**config.mk**
```make
export PLATFORM = sky130hd
export DESIGN_NAME = eth_rx_deframer_flat
export DESIGN_NICKNAME = d
export VERILOG_FILES = /design/src/rtl/eth_rx_deframer_pkg.sv /design/src/rtl/eth_rx_deframer_if.sv /design/src/rtl/eth_rx_deframer_realign.sv /design/src/rtl/eth_rx_deframer.sv /design/src/flat_wrapper.sv
export SDC_FILE = /design/constraint.sdc
export NUM_CORES = 1
export LEC_CHECK = 0
export ABC_AREA = 1
export CAP_MARGIN = 10
export CORE_ASPECT_RATIO = 1.5
export CORE_MARGIN = 2
export CORE_UTILIZATION = 35
export DETAILED_ROUTE_END_ITERATION = 6
export PLACE_DENSITY = 0.66
export SETUP_SLACK_MARGIN = 0.02
export SLEW_MARGIN = 25
export SYNTH_ARGS = -nofsm -noshare
export SYNTH_HDL_FRONTEND = slang
export SYNTH_SLANG_ARGS = --single-unit
```
**constraint.sdc**
```tcl
create_clock -name clk_sys_i -period 6.2 [get_ports clk_sys_i]
set_input_delay 0.62 -clock clk_sys_i [delete_from_list [all_inputs] [get_ports clk_sys_i]]
set_output_delay 0.62 -clock clk_sys_i [all_outputs]
set_load 0.01 [all_outputs]
```
**src/rtl/eth_rx_deframer_pkg.sv**
```systemverilog
// Shared constants, FSM state encoding and realign command set for the
// Ethernet RX deframer.
package eth_rx_deframer_pkg;

   localparam int          ETH_HDR_BYTES = 14;
   localparam logic [47:0] MAC_BCAST     = 48'hFFFF_FFFF_FFFF;

   typedef enum logic [2:0] {
      S_HDR0,
      S_HDR1,
      S_HDR2,
      S_HDR3,
      S_PAYLOAD,
      S_DROP,
      S_FLUSH
   } state_t;

   // Operations the header FSM asks of the realign/output stage each cycle.
   typedef enum logic [2:0] {
      CMD_NONE,
      CMD_HOLD,   // park in[15:0] (first two payload bytes), no output
      CMD_PASS,   // emit {held, in[31:16]}, park in[15:0]
      CMD_FLUSH,  // emit {held, 16'h0} as the final beat
      CMD_TRUNC   // emit {held, 16'h0} as an errored final beat
   } rcmd_t;

   // Trailing empty count of the extra beat when the last input beat
   // carried three or four valid bytes.
   function automatic logic [1:0] flush_empty(input logic [1:0] in_empty);
      return in_empty + 2'd2;
   endfunction

endpackage

```
**src/rtl/eth_rx_deframer_if.sv**
```systemverilog
// Avalon-ST style packet stream (ready latency 0).
interface eth_rx_deframer_if;
   logic [31:0] data;
   logic [1:0]  empty;
   logic        valid;
   logic        sop;
   logic        eop;
   logic        ready;

   modport master (output data, empty, valid, sop, eop, input ready);
   modport slave  (input data, empty, valid, sop, eop, output ready);
endinterface

```
**src/rtl/eth_rx_deframer_realign.sv**
```systemverilog
// Payload realignment by two bytes plus the single output register stage.
module eth_rx_deframer_realign
   import eth_rx_deframer_pkg::*;
(
   input  logic        clk_sys_i,
   input  logic        rst_sys_i,
   input  rcmd_t       cmd,
   input  logic [31:0] in_data,
   input  logic        in_eop,
   input  logic [1:0]  in_empty,
   output logic        out_free,
   output logic        err_o,
   eth_rx_deframer_if.master tx
);

   logic [15:0] held;
   logic [1:0]  fl_empty;
   logic        first;

   assign out_free = ~tx.valid | tx.ready;

   // Holding register, pending flush size and output beat register.
   always_ff @(posedge clk_sys_i or posedge rst_sys_i) begin
      if (rst_sys_i) begin
         held     <= 16'h0;
         fl_empty <= 2'd0;
         first    <= 1'b0;
         tx.valid <= 1'b0;
         tx.data  <= 32'h0;
         tx.empty <= 2'd0;
         tx.sop   <= 1'b0;
         tx.eop   <= 1'b0;
         err_o    <= 1'b0;
      end else begin
         if (out_free)
            tx.valid <= 1'b0;
         case (cmd)
            CMD_HOLD: begin
               held     <= in_data[15:0];
               fl_empty <= flush_empty(in_empty);
               first    <= 1'b1;
            end
            CMD_PASS: begin
               tx.data  <= {held, in_data[31:16]};
               tx.valid <= 1'b1;
               tx.sop   <= first;
               err_o    <= 1'b0;
               first    <= 1'b0;
               held     <= in_data[15:0];
               fl_empty <= flush_empty(in_empty);
               // Up to two valid bytes fit in this beat; more spill into a flush beat.
               if (in_eop && in_empty >= 2'd2) begin
                  tx.eop   <= 1'b1;
                  tx.empty <= in_empty - 2'd2;
               end else begin
                  tx.eop   <= 1'b0;
                  tx.empty <= 2'd0;
               end
            end
            CMD_FLUSH, CMD_TRUNC: begin
               tx.data  <= {held, 16'h0};
               tx.valid <= 1'b1;
               tx.sop   <= first;
               tx.eop   <= 1'b1;
               tx.empty <= (cmd == CMD_TRUNC) ? 2'd2 : fl_empty;
               err_o    <= (cmd == CMD_TRUNC);
               first    <= 1'b0;
            end
            default: ;
         endcase
      end
   end

endmodule

```
**src/rtl/eth_rx_deframer.sv**
```systemverilog
// Ethernet RX deframer: strips the 14-byte MAC header, filters on the
// destination address, captures src/ethertype and counts frames/drops.
module eth_rx_deframer
   import eth_rx_deframer_pkg::*;
#(
   parameter int ACCEPT_BCAST = 1,
   parameter int PROMISC      = 0,
   parameter int CNT_W        = 16
)(
   input  logic             clk_sys_i,
   input  logic             rst_sys_i,
   input  logic [47:0]      mac_local_i,
   eth_rx_deframer_if.slave  rx,
   eth_rx_deframer_if.master tx,
   output logic             err_o,
   output logic [47:0]      mac_src_o,
   output logic [15:0]      ethertype_o,
   output logic             hdr_valid_o,
   output logic [CNT_W-1:0] frame_cnt_o,
   output logic [CNT_W-1:0] drop_cnt_o
);

   state_t      state, state_n;
   rcmd_t       cmd;
   logic        rdy, out_free, dst_ok;
   logic [1:0]  drop_inc;
   logic        fr_inc;
   logic        ld_w0, ld_w1, ld_w2, ld_hdr;
   logic [31:0] w0_q;
   logic [15:0] src_hi;
   logic [31:0] src_lo;
   logic [47:0] dst;

   assign dst      = {w0_q, rx.data[31:16]};
   assign dst_ok   = (PROMISC != 0) || (dst == mac_local_i) ||
                     ((ACCEPT_BCAST != 0) && (dst == MAC_BCAST));
   assign rx.ready = rdy & ~rst_sys_i;
   assign fr_inc   = tx.valid & tx.eop & tx.ready;

   eth_rx_deframer_realign u_realign (
      .clk_sys_i (clk_sys_i),
      .rst_sys_i (rst_sys_i),
      .cmd       (cmd),
      .in_data   (rx.data),
      .in_eop    (rx.eop),
      .in_empty  (rx.empty),
      .out_free  (out_free),
      .err_o     (err_o),
      .tx        (tx)
   );

   // State register and frame/drop counters.
   always_ff @(posedge clk_sys_i or posedge rst_sys_i) begin
      if (rst_sys_i) begin
         state       <= S_HDR0;
         frame_cnt_o <= '0;
         drop_cnt_o  <= '0;
      end else begin
         state       <= state_n;
         frame_cnt_o <= frame_cnt_o + CNT_W'(fr_inc);
         drop_cnt_o  <= drop_cnt_o + CNT_W'(drop_inc);
      end
   end

   // Header words held until the frame proves worth reporting.
   always_ff @(posedge clk_sys_i) begin
      if (ld_w0) w0_q   <= rx.data;
      if (ld_w1) src_hi <= rx.data[15:0];
      if (ld_w2) src_lo <= rx.data;
   end

   // Published header of the last accepted frame.
   always_ff @(posedge clk_sys_i or posedge rst_sys_i) begin
      if (rst_sys_i) begin
         mac_src_o   <= 48'h0;
         ethertype_o <= 16'h0;
         hdr_valid_o <= 1'b0;
      end else begin
         hdr_valid_o <= ld_hdr;
         if (ld_hdr) begin
            mac_src_o   <= {src_hi, src_lo};
            ethertype_o <= rx.data[31:16];
         end
      end
   end

   // Next state, input ready, realign command and counter increments.
   always_comb begin
      state_n  = state;
      cmd      = CMD_NONE;
      rdy      = out_free;
      drop_inc = 2'd0;
      ld_w0    = 1'b0;
      ld_w1    = 1'b0;
      ld_w2    = 1'b0;
      ld_hdr   = 1'b0;
      case (state)
         S_HDR0: begin
            if (rx.valid && !rx.sop) begin
               rdy = 1'b1;
            end else if (rx.valid && rdy) begin
               if (rx.eop) begin
                  drop_inc = 2'd1;
               end else begin
                  ld_w0   = 1'b1;
                  state_n = S_HDR1;
               end
            end
         end
         S_PAYLOAD: begin
            // A new sop cuts the frame short; it is taken again from HDR0.
            if (rx.valid && rx.sop) begin
               rdy = 1'b0;
               if (out_free) begin
                  cmd     = CMD_TRUNC;
                  state_n = S_HDR0;
               end
            end else if (rx.valid && rdy) begin
               cmd = CMD_PASS;
               if (rx.eop)
                  state_n = (rx.empty >= 2'd2) ? S_HDR0 : S_FLUSH;
            end
         end
         S_FLUSH: begin
            rdy = 1'b0;
            if (out_free) begin
               cmd     = CMD_FLUSH;
               state_n = S_HDR0;
            end
         end
         default: begin
            if (state == S_DROP)
               rdy = 1'b1;
            if (rx.valid && rdy) begin
               if (rx.sop) begin
                  // Current frame is abandoned; a sop+eop beat is itself a runt.
                  drop_inc = rx.eop ? 2'd2 : 2'd1;
                  ld_w0    = ~rx.eop;
                  state_n  = rx.eop ? S_HDR0 : S_HDR1;
               end else if (rx.eop && !(state == S_HDR3 && rx.empty < 2'd2)) begin
                  drop_inc = 2'd1;
                  state_n  = S_HDR0;
               end else begin
                  case (state)
                     S_HDR1: begin
                        ld_w1   = 1'b1;
                        state_n = dst_ok ? S_HDR2 : S_DROP;
                     end
                     S_HDR2: begin
                        ld_w2   = 1'b1;
                        state_n = S_HDR3;
                     end
                     S_HDR3: begin
                        cmd     = CMD_HOLD;
                        ld_hdr  = 1'b1;
                        state_n = rx.eop ? S_FLUSH : S_PAYLOAD;
                     end
                     default: ;
                  endcase
               end
            end
         end
      endcase
   end

endmodule
```
**src/flat_wrapper.sv**
```systemverilog
// flat-port wrapper written by rule: the top's interface ports become plain ports
module eth_rx_deframer_flat import eth_rx_deframer_pkg::*;
#(
   parameter int ACCEPT_BCAST = 1,
   parameter int PROMISC      = 0,
   parameter int CNT_W        = 16
)
  (clk_sys_i, rst_sys_i, mac_local_i, err_o, mac_src_o, ethertype_o, hdr_valid_o, frame_cnt_o, drop_cnt_o, rx_data, rx_empty, rx_valid, rx_sop, rx_eop, rx_ready, tx_data, tx_empty, tx_valid, tx_sop, tx_eop, tx_ready);
  eth_rx_deframer_if rx_i ();
  eth_rx_deframer_if tx_i ();
  input  logic clk_sys_i;
  input  logic rst_sys_i;
  input  logic [47:0] mac_local_i;
  output logic err_o;
  output logic [47:0] mac_src_o;
  output logic [15:0] ethertype_o;
  output logic hdr_valid_o;
  output logic [CNT_W-1:0] frame_cnt_o;
  output logic [CNT_W-1:0] drop_cnt_o;
  input wire logic [$bits(rx_i.data)-1:0] rx_data;
  input wire logic [$bits(rx_i.empty)-1:0] rx_empty;
  input wire logic [$bits(rx_i.valid)-1:0] rx_valid;
  input wire logic [$bits(rx_i.sop)-1:0] rx_sop;
  input wire logic [$bits(rx_i.eop)-1:0] rx_eop;
  output wire logic [$bits(rx_i.ready)-1:0] rx_ready;
  output wire logic [$bits(tx_i.data)-1:0] tx_data;
  output wire logic [$bits(tx_i.empty)-1:0] tx_empty;
  output wire logic [$bits(tx_i.valid)-1:0] tx_valid;
  output wire logic [$bits(tx_i.sop)-1:0] tx_sop;
  output wire logic [$bits(tx_i.eop)-1:0] tx_eop;
  input wire logic [$bits(tx_i.ready)-1:0] tx_ready;
  assign rx_i.data = rx_data;
  assign rx_i.empty = rx_empty;
  assign rx_i.valid = rx_valid;
  assign rx_i.sop = rx_sop;
  assign rx_i.eop = rx_eop;
  assign rx_ready = rx_i.ready;
  assign tx_data = tx_i.data;
  assign tx_empty = tx_i.empty;
  assign tx_valid = tx_i.valid;
  assign tx_sop = tx_i.sop;
  assign tx_eop = tx_i.eop;
  assign tx_i.ready = tx_ready;
  eth_rx_deframer #(.ACCEPT_BCAST(ACCEPT_BCAST), .PROMISC(PROMISC), .CNT_W(CNT_W)) u_core (.clk_sys_i(clk_sys_i), .rst_sys_i(rst_sys_i), .mac_local_i(mac_local_i), .rx(rx_i), .tx(tx_i), .err_o(err_o), .mac_src_o(mac_src_o), .ethertype_o(ethertype_o), .hdr_valid_o(hdr_valid_o), .frame_cnt_o(frame_cnt_o), .drop_cnt_o(drop_cnt_o));
endmodule
```
==> run_results.csv <==
group,metric,value,unit
critical_path,r2r_start,"u_core.state[1]",
timing,rsz0062_at_grt,"false",
critical_path,cpMostUsedCell,"nand2_1",
routing,drtPass1Iterations,5,
synthesis,synth_area_per_cell,10.7,um^2
layout,seqCellArea,6330,um^2
critical_path,cp-endpoint,"u_core.drop_cnt_o[14]",
critical_path,r2r_end,"u_core.drop_cnt_o[14]",
critical_path,crit_type,"primary input to register",
clock_tree,clock_latency,520,ps
timing,min_period,3610,ps
timing,whs,433,ps
timing,hold_viol_final,0,
timing,tightestPinTransition,987,ps
layout,drive_gt1_share,6.87,%
die,die_h,207,um
timing,fin_crit_sh,58.2,%
routing,avgViaCountPerCell,4.65,
timing,drv_slew,0,
synthesis,synth_top_area_share,40.7,%
run,maxCapViolCount,0,
synthesis,ys.flop_type,"dfrtp_1",
clock_tree,cts-resized-gates,0,
layout,final_nets,1226,
place,dpl.hpwl,18800,um
synthesis,yosysWarnings,0,
routing,ant_nets,0,
synthesis,ys_top_cells_by_area,"dfrtp_1 41%, edfxtp_1 25%, nand2_1 13%",
die,core-area,27200,um^2
min_path,min_path_type,"register to register",
synthesis,synth_fp_nets,996,
routing,wl_per_cell,17.4,um
clock_tree,tritoncts.num_buffers,23,
die,die_x,140,um
clock_tree,cts_tree,"done",
synthesis,synthArstFlopShare,66.2,%
global_routing,grt_pass1_wl,40400,um
global_routing,grtUsageTotal,17.8,%
synthesis,synth_area,9660,um^2
routing,totalWireLength,25900,um
routing,vias,6947,
critical_path,r2r_cells,18,
global_routing,antenna_found_initial,2,
critical_path,r2r_slack,2780,ps
synthesis,synth_most_common_cell,"nand2_1",
critical_path,critPathLaunchType,"primary input",
pwr,leakagePower,0.00575,uW
critical_path,crit_path_start,"rx_eop",
global_routing,grt_pass1_vias,7041,
synthesis,synth_common_cells,"326 x nand2_1, 157 x dfrtp_1, 80 x edfxtp_1, 64 x inv_1, 51 x xnor2_1",
synthesis,synth-edff-count,80,
routing,drtIter0Drc,316,
layout,multi_input_area,2950,um^2
timing,setup_viol_count_final,0,
synthesis,ys_ff_latch,237,
timing,slew_headroom,34.2,%
global_routing,grt_max_degree,99,
run_status,status,"completed",
clock_tree,cts_max_path_buffers,3,
clock_tree,cts.clk_slew.worst_paths,60,ps
timing,clock_skew,20.9,ps
critical_path,crit_fanout,7,
synthesis,yosysTopAreaCell,"dfrtp_1",
pwr,p_per_area,430,nW/um^2
layout,syn_to_final_growth,35.0,%
critical_path,critPathRequiredTime,6650,ps
synthesis,synth_cells,903,
clock_tree,htreeDepth,1,
critical_path,cp_slowest_cell,"clkdlybuf4s50_1",
die,pin_count,224,
clock_tree,cts_root_buffer,"clkbuf_16",
synthesis,ys_types,39,
die,dieArea,29000,um^2
global_routing,grt_overflow,0,
synthesis,seq_area_frac_synth,65.6,%
routing,drcViolationCount,0,
critical_path,worstPathCellList,"clkdlybuf4s50_1, nand2_1, and3_1, a21oi_1, nand2_1, o22ai_1, ha_1, inv_1, fa_1, nand3b_1, nor3_1, nand2_1, nor2_1, nand2_1, nor2_1, xor2_1",
clock_tree,cts_setup_buffers,0,
timing,max_freq,0.277,GHz
clock_tree,clock-sinks,237,
pwr,peakVddDrop,0.000240,V
timing,fin_tns_setup,0,ps
layout,fill_cells,2538,
place,routabilityCongestion,0.831,
die,start_util,35.5,%
critical_path,slowest_delay,650,ps
critical_path,worst_setup_path_end_kind,"register",
clock_tree,ctsHoldBuffers,0,
place,io_buffers,223,
die,rows,74,
critical_path,cp_data_arrival_time,4060,ps
## stage by stage
| stage | utilization, % | setup slack [ps] | area (um^2) | power (uW) | instances |
|---|---|---|---|---|---|
| 4_1_cts | 47.9 | 2630 | 13000 | 5680 | 1492 |
| 2_1_floorplan | - | 922 | 9660 | 3190 | 903 |
| 3_3_place_gp | 45.0 | 2160 | 12200 | 4210 | 1449 |
| 5_1_grt | 47.9 | 2140 | 13000 | 5920 | 1494 |
| 3_5_place_dp | 45.1 | 2070 | 12300 | 4250 | 1450 |
| 6_report | 47.9 | 2590 | 13000 | 5610 | 1494 |
## power by group
group / switching [uW] / leakage, uW / internal (uW)
registers: 294 / 0.00272 / 2080
logic: 866 / 0.00265 / 959
clock network: 587 / 0.000374 / 819
## worst max-delay path, delay by kind of cell
kind	cells	cell delay (ps)
and+or+nand+nor	9	1450
buffers and inverters	2	700
adders and majority gates	2	580
AOI/OAI and AO/OA	2	570
xor gates and xnor gates	1	140
## flip-flops by register name, summed over array words and instances, names as in the netlist
| name | flops |
|---|---|
| u_core.drop_cnt_o | 16 |
| u_core.ethertype_o | 16 |
| u_core.frame_cnt_o | 16 |
| u_core.hdr_valid_o | 1 |
| u_core.mac_src_o | 48 |
| u_core.src_hi | 16 |
| u_core.src_lo | 32 |
| u_core.state | 3 |
| u_core.u_realign.err_o | 1 |
| u_core.u_realign.first | 1 |
| u_core.u_realign.fl_empty | 2 |
| u_core.u_realign.held | 16 |
| u_core.u_realign.tx.data | 32 |
| u_core.u_realign.tx.empty | 2 |
| u_core.u_realign.tx.eop | 1 |
| u_core.u_realign.tx.sop | 1 |
| u_core.u_realign.tx.valid | 1 |
| u_core.w0_q | 32 |
## cell families (layout without fill, tap and decap cells)
logic type               after synthesis  after routing  share of synthesized area, %
flip-flops                           237            237                          65.6
adder cells (fa/ha/maj)                5              5                         0.726
AND/OR/NAND/NOR                      426            426                          18.0
other                                  0              2                             0
multiplexers                          15             15                          2.29
AO/OA/AOI/OAI                         60             60                          3.32
buffers and inverters                 95            342                          4.17
XOR/XNOR                              65             65                          5.90
## worst min path at each step
stage | cells past startpoint | startpoint | to
floorplan | 2 | u_core.src_lo[0] | u_core.mac_src_o[0]
global placement | 2 | u_core.src_lo[7] | u_core.mac_src_o[7]
detailed placement | 2 | u_core.src_lo[15] | u_core.mac_src_o[15]
CTS | 2 | u_core.src_lo[29] | u_core.mac_src_o[29]
global route | 2 | u_core.src_lo[24] | u_core.mac_src_o[24]
finish | 2 | u_core.src_lo[29] | u_core.mac_src_o[29]
## routing by layer
metal / GRT usage (%) / routed length [um] / up-vias
li1: - / - / 3345
met1: 21.9 / 10400 / 3367
met2: 32.0 / 13600 / 188
met3: 2.03 / 994 / 47
met4: 7.03 / 861 / 0
met5: 0 / 0 / -
## cell type report
cell class / instances / share of cell area [%]
diodes: 2 / 0.0384
well taps: 342 / 3.28
flip-flops and latches: 237 / 48.6
clock buffers: 33 / 5.01
multi-input cells: 571 / 22.7
inverters: 72 / 2.11
repair buffers: 228 / 17.6
clock inverters: 9 / 0.777
## cell usage in the layout (no fill, tap or decap), types with 2 or more instances in the layout
| cell type | instances |
|---|---|
| nand3_1 | 14 |
| a22oi_1 | 3 |
| nor3b_1 | 3 |
| xnor2_1 | 51 |
| inv_6 | 3 |
| o21ai_0 | 46 |
| clkinv_1 | 2 |
| edfxtp_1 | 80 |
| dfrtp_1 | 157 |
| nor3_2 | 3 |
| nor2_2 | 6 |
| ha_1 | 4 |
| nand4_1 | 14 |
| nand2_4 | 2 |
| inv_2 | 7 |
| nor2_4 | 2 |
| xor2_1 | 14 |
| and3_1 | 2 |
| a21oi_1 | 4 |
| clkbuf_1 | 6 |
| mux2_4 | 14 |
| diode_2 | 2 |
| bufinv_16 | 2 |
| clkdlybuf4s50_1 | 223 |
| clkinv_2 | 4 |
| nor2_1 | 43 |
| o22ai_1 | 2 |
| nor3_1 | 7 |
| nand2_1 | 326 |
| clkbuf_16 | 23 |
| buf_4 | 4 |
| clkbuf_8 | 4 |
| inv_1 | 63 |
Note: power is estimated with default switching activity, not from simulation.
